**config.mk**
```make
export PLATFORM = sky130hd
export DESIGN_NAME = regfile_2r1w_pipe
export DESIGN_NICKNAME = d
export VERILOG_FILES = /design/src/rtl/regfile_pkg.sv /design/src/rtl/regfile_read_port.sv /design/src/rtl/regfile_2r1w_pipe.sv
export SDC_FILE = /design/constraint.sdc
export NUM_CORES = 2
export LEC_CHECK = 0
export CAP_MARGIN = 20
export CORE_MARGIN = 5
export CORE_UTILIZATION = 53
export DETAILED_ROUTE_END_ITERATION = 16
export DONT_BUFFER_PORTS = 1
export PLACE_DENSITY_LB_ADDON = 0.12
export SLEW_MARGIN = 20
export SYNTH_ARGS = -nofsm -noshare
export SYNTH_HDL_FRONTEND = slang
export SYNTH_SLANG_ARGS = --single-unit
```
**constraint.sdc**
```tcl
create_clock -name clock -period 3.2 [get_ports clock]
set_input_delay 0.32 -clock clock [delete_from_list [all_inputs] [get_ports clock]]
set_output_delay 0.32 -clock clock [all_outputs]
set_load 0.01 [all_outputs]
```
**src/rtl/regfile_pkg.sv**
```systemverilog
// Shared constants for the pipelined two-read/one-write register file.
// The top module takes its default geometry from here.
package regfile_pkg;

  localparam int DATA_WIDTH = 32;
  localparam int ADDR_WIDTH = 5;
  localparam int NUM_REGS   = 2 ** ADDR_WIDTH;
  localparam int REG_ZERO   = 0;

endpackage

```
**src/rtl/regfile_read_port.sv**
```systemverilog
// One registered read port: request/hold handshake, write-to-read bypass,
// r0 forced to zero, and output data gated by valid.
module regfile_read_port
  import regfile_pkg::*;
#(
  parameter int DATA_WIDTH_P = DATA_WIDTH,
  parameter int ADDR_WIDTH_P = ADDR_WIDTH
) (
  input  logic                    clock,
  input  logic                    ctrl_reset_n,
  input  logic                    req,
  input  logic [ADDR_WIDTH_P-1:0] idx,
  input  logic                    hold,
  input  logic                    write_enable,
  input  logic [ADDR_WIDTH_P-1:0] write_index,
  input  logic [DATA_WIDTH_P-1:0] write_data,
  input  logic [DATA_WIDTH_P-1:0] array_data,
  output logic                    ready,
  output logic                    valid,
  output logic [DATA_WIDTH_P-1:0] data
);

  logic                    accept;
  logic                    is_zero;
  logic                    bypass;
  logic [DATA_WIDTH_P-1:0] read_value;
  logic [DATA_WIDTH_P-1:0] data_reg;

  assign ready   = !(valid && hold);
  assign accept  = req && ready;
  assign is_zero = (idx == ADDR_WIDTH_P'(REG_ZERO));
  assign bypass  = write_enable && (write_index == idx);

  // r0 wins over bypass so a discarded write to index 0 never leaks out.
  always_comb begin
    read_value = array_data;
    if (is_zero) begin
      read_value = '0;
    end else if (bypass) begin
      read_value = write_data;
    end
  end

  // A held result keeps both valid and its snapshot; later writes cannot touch it.
  always_ff @(posedge clock or negedge ctrl_reset_n) begin
    if (!ctrl_reset_n) begin
      valid    <= 1'b0;
      data_reg <= '0;
    end else if (accept) begin
      valid    <= 1'b1;
      data_reg <= read_value;
    end else if (ready) begin
      valid    <= 1'b0;
    end
  end

  assign data = data_reg & {DATA_WIDTH_P{valid}};

endmodule

```
**src/rtl/regfile_2r1w_pipe.sv**
```systemverilog
// Register file with one write port and two independent registered read ports.
// Storage and write logic live here; each read port is a regfile_read_port.
module regfile_2r1w_pipe
  import regfile_pkg::*;
#(
  parameter int DATA_WIDTH_P = DATA_WIDTH,
  parameter int ADDR_WIDTH_P = ADDR_WIDTH
) (
  input  logic                    clock,
  input  logic                    ctrl_reset_n,
  input  logic                    ctrl_writeEnable,
  input  logic [ADDR_WIDTH_P-1:0] ctrl_writeRegister,
  input  logic [DATA_WIDTH_P-1:0] data_writeReg,
  input  logic                    rd_req_a,
  input  logic [ADDR_WIDTH_P-1:0] ctrl_readRegA,
  input  logic                    rd_hold_a,
  input  logic                    rd_req_b,
  input  logic [ADDR_WIDTH_P-1:0] ctrl_readRegB,
  input  logic                    rd_hold_b,
  output logic                    rd_ready_a,
  output logic                    rd_valid_a,
  output logic [DATA_WIDTH_P-1:0] data_readRegA,
  output logic                    rd_ready_b,
  output logic                    rd_valid_b,
  output logic [DATA_WIDTH_P-1:0] data_readRegB
);

  localparam int NUM_REGS_P = 2 ** ADDR_WIDTH_P;

  logic [DATA_WIDTH_P-1:0] regs [NUM_REGS_P];
  logic                    write_active;

  assign write_active = ctrl_writeEnable &&
                        (ctrl_writeRegister != ADDR_WIDTH_P'(REG_ZERO));

  always_ff @(posedge clock or negedge ctrl_reset_n) begin
    if (!ctrl_reset_n) begin
      for (int i = 0; i < NUM_REGS_P; i++) begin
        regs[i] <= '0;
      end
    end else if (write_active) begin
      regs[ctrl_writeRegister] <= data_writeReg;
    end
  end

  regfile_read_port #(
    .DATA_WIDTH_P(DATA_WIDTH_P),
    .ADDR_WIDTH_P(ADDR_WIDTH_P)
  ) u_port_a (
    .clock        (clock),
    .ctrl_reset_n (ctrl_reset_n),
    .req          (rd_req_a),
    .idx          (ctrl_readRegA),
    .hold         (rd_hold_a),
    .write_enable (write_active),
    .write_index  (ctrl_writeRegister),
    .write_data   (data_writeReg),
    .array_data   (regs[ctrl_readRegA]),
    .ready        (rd_ready_a),
    .valid        (rd_valid_a),
    .data         (data_readRegA)
  );

  regfile_read_port #(
    .DATA_WIDTH_P(DATA_WIDTH_P),
    .ADDR_WIDTH_P(ADDR_WIDTH_P)
  ) u_port_b (
    .clock        (clock),
    .ctrl_reset_n (ctrl_reset_n),
    .req          (rd_req_b),
    .idx          (ctrl_readRegB),
    .hold         (rd_hold_b),
    .write_enable (write_active),
    .write_index  (ctrl_writeRegister),
    .write_data   (data_writeReg),
    .array_data   (regs[ctrl_readRegB]),
    .ready        (rd_ready_b),
    .valid        (rd_valid_b),
    .data         (data_readRegB)
  );

endmodule

```
# After elaboration in Yosys (flattened, before gate mapping)
# Index checks and enable logic that the tools add are counted.
[op_classes] addsub=0 mul=0 n_div=0 order_cmp=4 eq_ne=4 shifts=0 n_mux=17 bitwise=5 n_reduce_logical=13
[op_table] cell="$bwmux W1024" n=1
[op_table] cell="$bmux W32 S5" n=2
[op_table] cell="$mux W32" n=9
[op_table] cell="$demux W32 S5" n=1
[op_table] cell="$and A32 B32 Y32" n=2
[op_table] cell="$ge A6 B6 Y1 const B" n=3
[op_table] cell="$not A5 Y6" n=3
[op_table] cell="$eq A5 B5 Y1" n=2
[op_table] cell="$logic_not A5 Y1" n=2
[op_table] cell="$logic_and A1 B1 Y1" n=8
[op_table] cell="$lt A6 B1 Y1 const B" n=1
[op_table] cell="$reduce_bool A5 Y1" n=1
[op_table] cell="$mux W1" n=4
[op_table] cell="$ne A2 B1 Y1 const B" n=2
[op_table] cell="$logic_not A1 Y1" n=2
[word_totals] reg_bits=1090 latchBits=0 ram_bits=0 rom_bits=0 input_bits=54 elab_cells=79 n_memories=0

# Depth between registers and ports, before layout
[depth] depth_word=6 depth_mapped=9

# Cells and area by module
# A second synthesis with hierarchy kept.
[hier_totals] cells_unflattened=5065 hier_area_um2=59786.1
[by_module_without_submodules] mod="regfile_2r1w_pipe" n_inst=1 cells_each=4603 area_per_inst_um2=55512.0 seq_area_each_um2=25624.6
[by_module_without_submodules] mod="regfile_read_port" n_inst=2 cells_each=231 area_per_inst_um2=2137.0 seq_area_each_um2=825.8

# Least setup slack after synthesis
# Ideal clock, no wire load.
[synth_path] kind="input to register" startpoint="in ctrl_readRegA[0]" endpoint="reg u_port_a.data_reg[10]" arrival_ps=1952 slack_ps=1106 cell_stages=8 path_buffers=4 path_cell_list="buf_2 > buf_6 > buf_6 > buf_2 > mux4_2 > a22o_1 > nor2_1 > o221ai_1"
[synth_between] elab_chain_cells=6 elab_cells_between_ends=9
[synth_lines] element="from (decl)" line_no="regfile_2r1w_pipe.sv:15" rtl="input logic [ADDR_WIDTH_P-1:0] ctrl_readRegA,"
[synth_lines] element="$not A5 Y6 (implied by the code)" line_no="regfile_2r1w_pipe.sv:58" rtl=".array_data (regs[ctrl_readRegA]),"
[synth_lines] element="$bmux W32 S5" line_no="regfile_2r1w_pipe.sv:58"
[synth_lines] element="$mux W32 (implied by the code) (2 in a row)" line_no="regfile_2r1w_pipe.sv:58"
[synth_lines] element="$mux W32" line_no="regfile_read_port.sv:39" rtl="end else if (bypass) begin"
[synth_lines] element="$mux W32 *" line_no="regfile_read_port.sv:37" rtl="if (is_zero) begin"
[synth_lines] element="to (signal assigned)" line_no="regfile_read_port.sv:51" rtl="data_reg <= read_value;"
[synth_lines] element="to (decl)" line_no="regfile_read_port.sv:27" rtl="logic [DATA_WIDTH_P-1:0] data_reg;"
# Mark *: on every way between the ends. The rest lies on a longest branch, timed or not. The select of a mux whose other input is x is not followed.
# A chain may end at the register's enable or synchronous reset.

# Worst setup path in the final report
[layout_path] startpoint="reg u_port_a.valid" endpoint="reg u_port_a.data_reg[18]"
[layout_between] elab_chain_cells=3
[layout_lines] element="from (decl)" line_no="regfile_read_port.sv:19" rtl="output logic valid,"
[layout_lines] element="from (signal assigned)" line_no="regfile_read_port.sv:47" rtl="valid <= 1'b0;"
[layout_lines] element="from (signal assigned)" line_no="regfile_read_port.sv:50" rtl="valid <= 1'b1;"
[layout_lines] element="from (signal assigned)" line_no="regfile_read_port.sv:53" rtl="valid <= 1'b0;"
[layout_lines] element="$logic_and A1 B1 Y1" line_no="regfile_read_port.sv:29" rtl="assign ready = !(valid && hold);"
[layout_lines] element="$logic_not A1 Y1" line_no="regfile_read_port.sv:29"
[layout_lines] element="$logic_and A1 B1 Y1" line_no="regfile_read_port.sv:30" rtl="assign accept = req && ready;"
# Every way passes these cells.

==> run summary <==
outcome: finished with violations
failing checks: hold timing
Worst VDD drop: 448.4 µV
synth unique cells: 33
worst path required time: 3.83 ns
Synth Area in Compound Gates: 3.877%
Synth Instances: 3,620
net switching power: 0.01068 W
Worst Path Buf+Inv: 2
Routed WL: 171,800 µm
DIE HEIGHT: 337.7 µm
Port Buffers: 0
per-cell routed wire length: 34.60 µm
LEAKAGE: 26.53 nW
Synth area leader: dfrtp_1
GRT overflow: 0
multiplexer share of the synthesized area: 42.41%
Power Internal: 0.02963 W
vias in the first global route: 37,200
NumNets Final: 3,510
CTS clk-pin slew, worst paths: 0.06 ns
site row count: 120
layout cell share with drive strength beyond 1: 53.80%
Die ar.: 0.1141 mm²
CP max stage cell: dlygate4sd3_1
core area: 0.1069 mm²
register share of total power: 45.9%
first-pass GRT wire length: 255,900 µm
Startpoint Class: flip-flop
CP Depth: 7
Slew @ Worst Pin: 1.048 ns
clock sink total: 1,090
cts hold-fix bufs: 70
Critical Setup Path Class: reg2reg
Critical Path Fanout Max: 32
crit end category: flip-flop
final setup violation count: 0
via/cell ratio: 7.035
root buffer cell: clkbuf_16
critical-path cell list: a21bo_2, o21bai_1, nor4_4, buf_4, a22oi_1, dlygate4sd3_1, o221ai_1
initial core utilization: 53.25%
Max-slew headroom: 29.90%
initial antenna violation count: 7
CTS max path bufs: 3
Fillers: 8,022
GRT Total Usage: 30.52%
Syn-to-layout area delta: 10.25%
Synth Net Count: 3,674
synth warn: 0
number of gates resized after cts: 0
top cell type's share of synthesized area: 47.92%
total power: 0.04032 W
FF-to-FF path depth: 7
Final HPWL DP: 93,250 µm
Logic pwr share: 19.4%
Max Slew Vio Count: 0
area share of fa/ha/maj cells after synthesis: 0%
die width: 337.7 µm
Crit path arrival time: 3.16 ns
CP delay by family, top: buffers and inverters
syn_area_per_cell: 15.73 µm²
simple-gate share of the synthesized area: 1.840%
Worst Clk Skew: 0.01783 ns
setup TNS: 0 ns
Crit path largest cell delay: 0.60 ns
main area contributors after synthesis: dfrtp_1, mux4_2, mux2_2
post-synthesis xor/xnor area fraction: 0.1539%
TritonCTS Buffers: 117
minimum hold slack: -0.2326 ns
Net Sw Frac: 26.50%
max reg flops: 1,024
worst-skew pair later-pin latency: 0.72 ns
largest family of logic cells by synthesized area: multiplexers
RePlAce Congestion: 0.7755
Post-Syn Area: 0.05692 mm²
DR DRC count: 0
Pre-antenna DRT Iters: 5
Detail Route Antenna Nets: 0
Yosys reg bits: 1,090
Clock Power Share: 34.7%
PD cells: 642.4 mW/mm²
# IOs: 122
Final Hold Fails: 153
Post-CTS Setup Inserts: 0
Max Cap Viol: 0
HP Class: in2async
minimum clock period: 2.532 ns
Period Utilization, post-route: 79.14%
initial DRC count: 3,234
sequential share of the synthesized area: 47.92%
CTS H-Tree Depth: 3
RSZ-0062 raised after global routing: no
largest net degree at the start of global routing: 1,091
CTS tree: yes
Max Freq: 394.9 MHz
Via Count: 34,930
==> layer usage <==
layer | up-vias | share of wire (%) | track usage [%]
li1 | 13720 | - | -
met1 | 19390 | 40 | 41.62
met2 | 1501 | 49 | 49.96
met3 | 317 | 7.0 | 5.635
met4 | 2 | 3.9 | 10.89
met5 | - | 0.0070 | 0
==> path summary, 6_finish.rpt <==
| check | start | end | slack (ns) |
|---|---|---|---|
| setup / recovery | u_port_a.valid$_DFFE_PN0P_ | u_port_a.data_reg[18]$_DFFE_PN0P_ | 0.67 |
| hold / removal | ctrl_reset_n | regs[387]$_DFFE_PN0P_ | -0.23 |
| setup reg to reg | u_port_a.valid$_DFFE_PN0P_ | u_port_a.data_reg[18]$_DFFE_PN0P_ | 0.67 |
| hold reg to reg | regs[1006]$_DFFE_PN0P_ | regs[1006]$_DFFE_PN0P_ | 0.39 |
| max in group asynchronous | ctrl_reset_n | regs[718]$_DFFE_PN0P_ | 0.75 |
| min in group clock | ctrl_readRegB[1] | u_port_b.data_reg[2]$_DFFE_PN0P_ | 0.07 |
==> layout make-up <==
cell class                      instances  area, µm²  share of cell area (%)
Multi-Input combinational cell       2042      27710                   44.15
Sequential cell                      1090      27280                   43.47
Clock buffer                          174       3432                   5.469
Timing Repair Buffer                  141       1777                   2.831
Tap cell                             1403       1755                   2.797
Clock inverter                         45      550.5                  0.8772
Inverter                               64      240.2                  0.3828
Antenna cell                            6      15.01                 0.02392
==> cells in the mapped netlist <==
cell type and n:
and3b_1 1, or3b_1 2, and2_1 66, nor2_1 84
nor4_2 2, o221ai_1 64, a21bo_2 3, nor3b_1 4
nand2_1 20, dfrtp_1 1090, nand3_1 4, nand3b_1 4
or3b_2 1, or2_2 1, buf_4 11, mux2_2 992
and3_1 1, clkbuf_1 241, mux4_2 576, buf_1 60
or4_1 2, nand2b_1 2, buf_6 24, nor3_1 2
or3_1 2, nor3_4 1, clkinv_1 64, buf_2 88
a22o_1 128, a22oi_1 64, nor2b_1 4, o21bai_1 2
xnor2_1 10
==> per-stage QoR <==
step / setup slack (ns) / cells / hold WS, ns / utilization (%) / cell area, µm²
5_1_grt: 0.3640 / 4961 / -0.1176 / 58.70 / 62750
6_report: 0.6676 / 4965 / -0.2326 / 58.71 / 62760
3_3_place_gp: 0.9214 / 4658 / 0.09592 / 53.95 / 57680
4_1_cts: 0.7443 / 4947 / -0.6804 / 58.49 / 62530
3_5_place_dp: 0.7960 / 4658 / 0.09160 / 53.95 / 57680
2_1_floorplan: 1.106 / 3620 / 0.02441 / - / 56920
==> power by group through the flow <==
stage | logic (W) | registers [W] | clock network (W)
floorplan | 0.00634 | 0.0178 | 0
global placement | 0.00691 | 0.0183 | 0
detailed placement | 0.00715 | 0.0187 | 0
CTS | 0.00753 | 0.0184 | 0.0142
global route | 0.00836 | 0.0188 | 0.0148
finish | 0.00782 | 0.0185 | 0.0140
==> cells by family (layout without fill, tap and decap cells) <==
group,after synthesis,count (layout)
AO/OA/AOI/OAI,261,261
multiplexers,1568,1568
buffers and inverters,488,424
XOR/XNOR,10,10
other,0,6
AND/OR/NAND/NOR,203,203
flip-flops,1090,1090
==> worst register-to-register path: stages (launching register included) <==
cell and delay [ns]:
dfrtp_2 0.40, a21bo_2 0.29, o21bai_1 0.25, nor4_4 0.15
buf_4 0.51, a22oi_1 0.18, dlygate4sd3_1 0.60, o221ai_1 0.07
==> cells in the final DEF (no fill, tap or decap), types with 3 or more instances in the layout <==
| master | instances |
|---|---|
| clkbuf_16 | 117 |
| or3b_2 | 3 |
| a22o_1 | 128 |
| mux2_2 | 992 |
| nor3b_1 | 4 |
| clkinv_2 | 24 |
| a22oi_1 | 64 |
| clkinvlp_4 | 3 |
| nor2_1 | 66 |
| diode_2 | 6 |
| and2_1 | 64 |
| nand2_1 | 5 |
| buf_2 | 14 |
| clkinv_1 | 64 |
| o221ai_1 | 64 |
| clkbuf_1 | 28 |
| nor2_4 | 18 |
| mux4_2 | 576 |
| buf_4 | 39 |
| clkbuf_8 | 29 |
| a21bo_2 | 3 |
| buf_16 | 7 |
| buf_12 | 41 |
| nand3b_1 | 4 |
| nand2_2 | 15 |
| xnor2_1 | 10 |
| bufinv_16 | 10 |
| inv_6 | 3 |
| dlygate4sd3_1 | 40 |
| nand3_1 | 4 |
| dfrtp_1 | 1088 |
| nor2b_4 | 4 |
(Power assumes the default switching activity.)
